### src/rtl/alu_sequencer_pkg.sv
// Shared state encoding and default constants for the ALU sequencer.
// Latency: n/a (definitions only).
// Backpressure: n/a.
package def_pack;

  typedef enum logic [2:0] {
    S_IDLE   = 3'd0,
    S_FETCH  = 3'd1,
    S_DECODE = 3'd2,
    S_EXEC   = 3'd3,
    S_MEM    = 3'd4,
    S_WB     = 3'd5,
    S_HALT   = 3'd6,
    S_ERROR  = 3'd7
  } seq_state_e;

  localparam logic [31:0] DEF_RESET_PC = 32'h0000_0000;

endpackage

### src/rtl/alu_sequencer_timeout.sv
// Memory-wait watchdog: counts wait cycles, flags expiry on the LIMIT-th one.
// Latency: expired is combinational from the current count and count_en.
// Backpressure: none; LIMIT=0 never expires.
module seq_timeout_counter #(
  parameter int unsigned LIMIT = 255
) (
  input  logic clk,
  input  logic rst,
  input  logic clear,
  input  logic count_en,
  output logic expired
);

  logic [31:0] cnt;

  // Count consecutive wait cycles; clear takes priority over counting.
  always_ff @(posedge clk) begin
    if (rst || clear) begin
      cnt <= 32'd0;
    end else if (count_en) begin
      cnt <= cnt + 32'd1;
    end
  end

  // Expiry fires in the cycle whose increment would make the count reach LIMIT.
  assign expired = (LIMIT != 0) && count_en && (cnt == (LIMIT - 32'd1));

endmodule

### src/rtl/alu_sequencer.sv
// Multi-cycle core control FSM: fetch, decode, execute, optional memory access, writeback.
// Latency: 4 cycles per non-memory instruction, 5 plus waits for load/store.
// Backpressure: memory requests are held until READY; the watchdog sends a stall to ERROR.
module alu_sequencer
  import def_pack::*;
#(
  parameter logic [31:0] RESET_PC    = DEF_RESET_PC,
  parameter int unsigned MEM_TIMEOUT = 255
) (
  input  logic        CLK,
  input  logic        RST,
  input  logic        START,
  output logic        IMEM_REQ,
  input  logic        IMEM_READY,
  output logic        DECODE_EN,
  input  logic        IS_LOAD,
  input  logic        IS_STORE,
  input  logic        IS_BRANCH,
  input  logic        IS_JUMP,
  input  logic        IS_HALT,
  input  logic        BRANCH_TAKEN,
  input  logic [31:0] NEXT_PC,
  output logic        ALU_ENABLED,
  output logic        DMEM_REQ,
  output logic        DMEM_WE,
  input  logic        DMEM_READY,
  output logic        REG_WE,
  output logic [31:0] PC,
  output logic [2:0]  STATE,
  output logic [31:0] RETIRED,
  output logic        HALTED,
  output logic        ERR
);

  seq_state_e state;
  seq_state_e state_nxt;
  logic       wait_cycle;
  logic       to_expired;

  // A wait cycle is a FETCH or MEM cycle whose ready has not arrived.
  assign wait_cycle = ((state == S_FETCH) && !IMEM_READY) ||
                      ((state == S_MEM)   && !DMEM_READY);

  seq_timeout_counter #(
    .LIMIT (MEM_TIMEOUT)
  ) u_timeout (
    .clk      (CLK),
    .rst      (RST),
    .clear    (!wait_cycle),
    .count_en (wait_cycle),
    .expired  (to_expired)
  );

  // State register.
  always_ff @(posedge CLK) begin
    if (RST) begin
      state <= S_IDLE;
    end else begin
      state <= state_nxt;
    end
  end

  // Next-state logic and state-decoded strobes.
  always_comb begin
    state_nxt   = state;
    IMEM_REQ    = 1'b0;
    DECODE_EN   = 1'b0;
    ALU_ENABLED = 1'b0;
    DMEM_REQ    = 1'b0;
    DMEM_WE     = 1'b0;
    REG_WE      = 1'b0;
    HALTED      = 1'b0;
    ERR         = 1'b0;
    case (state)
      S_IDLE: begin
        if (START) state_nxt = S_FETCH;
      end
      S_FETCH: begin
        IMEM_REQ = 1'b1;
        if (IMEM_READY)      state_nxt = S_DECODE;
        else if (to_expired) state_nxt = S_ERROR;
      end
      S_DECODE: begin
        DECODE_EN = 1'b1;
        state_nxt = S_EXEC;
      end
      S_EXEC: begin
        ALU_ENABLED = 1'b1;
        if (IS_HALT)                  state_nxt = S_HALT;
        else if (IS_LOAD || IS_STORE) state_nxt = S_MEM;
        else                          state_nxt = S_WB;
      end
      S_MEM: begin
        DMEM_REQ = 1'b1;
        // A load+store decode collision resolves as a store.
        DMEM_WE  = IS_STORE;
        if (DMEM_READY)      state_nxt = S_WB;
        else if (to_expired) state_nxt = S_ERROR;
      end
      S_WB: begin
        REG_WE    = !(IS_STORE || IS_BRANCH);
        state_nxt = S_FETCH;
      end
      S_HALT: begin
        HALTED = 1'b1;
      end
      S_ERROR: begin
        ERR = 1'b1;
      end
      default: begin
        state_nxt = S_ERROR;
      end
    endcase
  end

  // PC and retire counter advance only when an instruction completes writeback.
  always_ff @(posedge CLK) begin
    if (RST) begin
      PC      <= RESET_PC;
      RETIRED <= 32'd0;
    end else if (state == S_WB) begin
      RETIRED <= RETIRED + 32'd1;
      if (IS_JUMP || (IS_BRANCH && BRANCH_TAKEN)) PC <= NEXT_PC;
      else                                        PC <= PC + 32'd1;
    end
  end

  assign STATE = state;

endmodule

### config.mk
export PLATFORM = sky130hd
export DESIGN_NAME = alu_sequencer
export DESIGN_NICKNAME = d
export VERILOG_FILES = /design/src/rtl/alu_sequencer_pkg.sv /design/src/rtl/alu_sequencer_timeout.sv /design/src/rtl/alu_sequencer.sv
export SDC_FILE = /design/constraint.sdc
export NUM_CORES = 1
export LEC_CHECK = 0
export CAP_MARGIN = 15
export CELL_PAD_IN_SITES_DETAIL_PLACEMENT = 0
export CELL_PAD_IN_SITES_GLOBAL_PLACEMENT = 1
export CORE_ASPECT_RATIO = 2
export CORE_MARGIN = 2
export CORE_UTILIZATION = 37
export CTS_CLUSTER_SIZE = 28
export DETAILED_ROUTE_END_ITERATION = 8
export PLACE_DENSITY = 0.77
export SLEW_MARGIN = 30
export SYNTH_ARGS = -nofsm -noshare
export SYNTH_HDL_FRONTEND = slang
export SYNTH_SLANG_ARGS = --single-unit
### constraint.sdc
create_clock -name CLK -period 2.3 [get_ports CLK]
set_input_delay 0.23 -clock CLK [delete_from_list [all_inputs] [get_ports CLK]]
set_output_delay 0.23 -clock CLK [all_outputs]
set_load 0.03 [all_outputs]
==> results.py <==
metrics = {
    "status": {
        "status": "finished clean",
    },
    "sta": {
        "hold_viol": 0,
        "fin_crit_sh_pct": 92.9,
        "rsz0062_at_grt": "false",
        "maxSlewHeadroom_pct": 62.9,
        "setup-tns-final_ns": 0,
        "skew_ns": 0.00816,
        "worst_pin_slew_ns": 0.556,
        "drv_slew": 0,
        "hold_slack_ns": 0.363,
        "min_period_ns": 2.14,
        "max_freq_mhz": 468,
        "finalSetupViolations": 0,
    },
    "floorplanning": {
        "die_w_um": 88.0,
        "num_rows": 61,
        "die_y_um": 172,
        "num_io_pins": 118,
        "start_util_pct": 37.6,
        "core_um2": 13900,
        "die_area_um2": 15100,
    },
    "cts": {
        "cts_tree": "yes",
        "hold_buffers": 0,
        "clkSinkCount": 99,
        "path_clk_slew_ns": 0.07,
        "htreeDepth": 3,
        "cts_buffer_depth": 2,
        "post_cts_buffers": 0,
        "clk_root_buffer_cell": "clkbuf_16",
        "cts_resized": 0,
        "clk_latency_ns": 0.34,
        "numCtsBuffers": 9,
    },
    "place": {
        "port_buffers": 117,
        "gp_congestion": 0.841,
        "dp_hpwl_mm": 12.7,
    },
    "power_and_ir_drop": {
        "vdd_drop_max_uv": 315,
        "power_density_nw_per_um2": 495,
        "total_power_mw": 3.46,
        "p_sw_share_pct": 24.9,
        "intPower_mw": 2.60,
        "seq_power_share_pct": 50.1,
        "leakage_nw": 2.38,
        "p_switching_uw": 863,
        "p_clk_share_pct": 41.7,
        "combPwrFrac_pct": 8.2,
    },
    "worst_setup_path": {
        "r2r-start": "PC[1]",
        "worstRegToRegCells": 6,
        "slowest_delay_ns": 0.70,
        "required_ns": 2.07,
        "cpMaxStageDelayCell": "clkdlybuf4s50_1",
        "arrival_ns": 1.91,
        "reg2reg_setup_slack_ns": 0.23,
        "start_kind": "register",
        "timing.rr.end": "PC[22]",
        "critPathKind": "register to output pin",
        "crit_fanout": 9,
        "critPathCaptureType": "output pin",
        "cp_cell_sequence": "buf_4, nand2b_1, nor2_1, clkdlybuf4s50_1",
    },
    "hold_path": {
        "hold-path-endpoint": "RETIRED[15]",
        "min_path_cells": 2,
        "hp-start": "RST",
        "hp-class": "primary input to register",
    },
    "yosys": {
        "synthCells": 655,
        "synth-edff-count": 0,
        "synthFlopType": "dfxtp_1",
        "yosysUniqueCellTypes": 64,
        "yosysSeqAreaShare_pct": 37.9,
        "synthTopCellsByArea": "dfxtp_1 (38%), nor2_1 (7.4%), xor2_1 (5.2%), nand2_1 (4.5%), xnor2_1 (4.4%)",
        "yosys_warnings": 0,
        "synth_seq_cells": 99,
        "synth_top_area_share_pct": 37.9,
        "synth_fp_nets": 702,
        "avgSynthCellArea_um2": 7.98,
        "yosys.area.top_type": "dfxtp_1",
        "async_flop_share_pct": 0,
        "synth_area_um2": 5220,
    },
    "grt": {
        "grt_overflow": 0,
        "track_usage_pct": 21.9,
        "grt_pass1_wl_mm": 26.0,
        "grt_max_degree": 40,
        "antenna_found_initial": 0,
        "grt_pass1_vias": 5174,
    },
    "layout": {
        "fin_util_pct": 50.3,
        "layout_common_cells": "clkdlybuf4s50_1 (114), nor2_1 (103), dfxtp_1 (99)",
        "areaGrowthSynthToFinish_pct": 33.8,
        "layout-drive-gt1-share_pct": 7.80,
        "final_common_cell": "clkdlybuf4s50_1",
        "antenna_cells": 0,
        "fin_nets": 824,
        "fillers": 1418,
    },
    "job": {
        "drv_cap": 0,
    },
    "routing": {
        "drcViolationCount": 0,
        "wl_mm": 16.3,
        "ant_nets": 0,
        "num_vias": 5281,
        "viasPerCell": 5.44,
        "drt_iter0_drc": 281,
        "first_pass_iters": 4,
        "avgRoutedWirePerCell_um": 16.7,
    },
}
Yosys cell counts, drive strengths merged, types with 10 or more instances:
cell      n
a21oi    30
and2     10
and3     10
and4     12
clkbuf   27
dfxtp    99
inv      15
nand2    63
nand3    39
nand4    33
nor2    104
nor3     21
nor4     23
o21ai    21
xnor2    26
xor2     31
cells by family (layout without fill, tap and decap cells):
group,Yosys count,after routing,synth area share (%)
xor+xnor,57,57,9.56
buf+inv,48,175,3.57
simple gates,341,341,34.8
mux,1,1,0.192
compound gates,105,105,13.0
flops,99,99,37.9
fa+ha+maj,4,4,0.958
worst max path at each step:
stage | from | end | slack [ns]
global route | STATE[0] | IMEM_REQ | 0.02
floorplan | PC[0] | PC[26] | 0.15
finish | STATE[0] | DMEM_REQ | 0.16
CTS | STATE[0] | DMEM_WE | 0.02
global placement | u_timeout.cnt[15] | STATE[2] | 0.25
detailed placement | PC[1] | PC[22] | 0.23
power by group through the flow:
| stage | registers [mW] | clock network, mW | logic, mW |
|---|---|---|---|
| floorplan | 1.79 | 0 | 0.122 |
| global placement | 1.77 | 0 | 0.286 |
| detailed placement | 1.77 | 0 | 0.287 |
| CTS | 1.73 | 1.48 | 0.288 |
| global route | 1.74 | 1.55 | 0.310 |
| finish | 1.73 | 1.44 | 0.285 |
per-stage QoR:
| step | setup slack, ns | area, µm² | cells |
|---|---|---|---|
| global placement | 0.246 | 6710 | 955 |
| global route | 0.0219 | 6990 | 971 |
| floorplan | 0.149 | 5220 | 655 |
| detailed placement | 0.230 | 6710 | 955 |
| finish | 0.163 | 6990 | 971 |
| CTS | 0.0233 | 6990 | 971 |
flip-flops by register name, summed over array words and instances, names as in the netlist:
signal         flops
PC                32
u_timeout.cnt     32
STATE              3
RETIRED           32
metal layers:
layer  track usage, %  up-vias  share of wire [%]
met1             21.8     2527                 36
met3             3.87       33                4.5
met2             43.3      138                 57
li1                 -     2583                  -
met4             7.84        0                2.7
met5                0        -                  0
layout make-up:
class,count,area [µm²],area share [%]
Clock buffer,10,229,3.27
Sequential cell,99,1980,28.3
Inverter,15,56.3,0.805
Timing Repair Buffer,144,1380,19.8
Multi-Input combinational cell,508,3060,43.8
Clock inverter,6,47.5,0.680
Tap cell,189,236,3.38
worst max-delay path, delay by kind of cell, from the launching register on:
family / cells / cell delay, ns
and+or+nand+nor: 2 / 0.38
DFF: 1 / 0.32
buffers and inverters: 2 / 0.86
(Power assumes the default switching activity.)
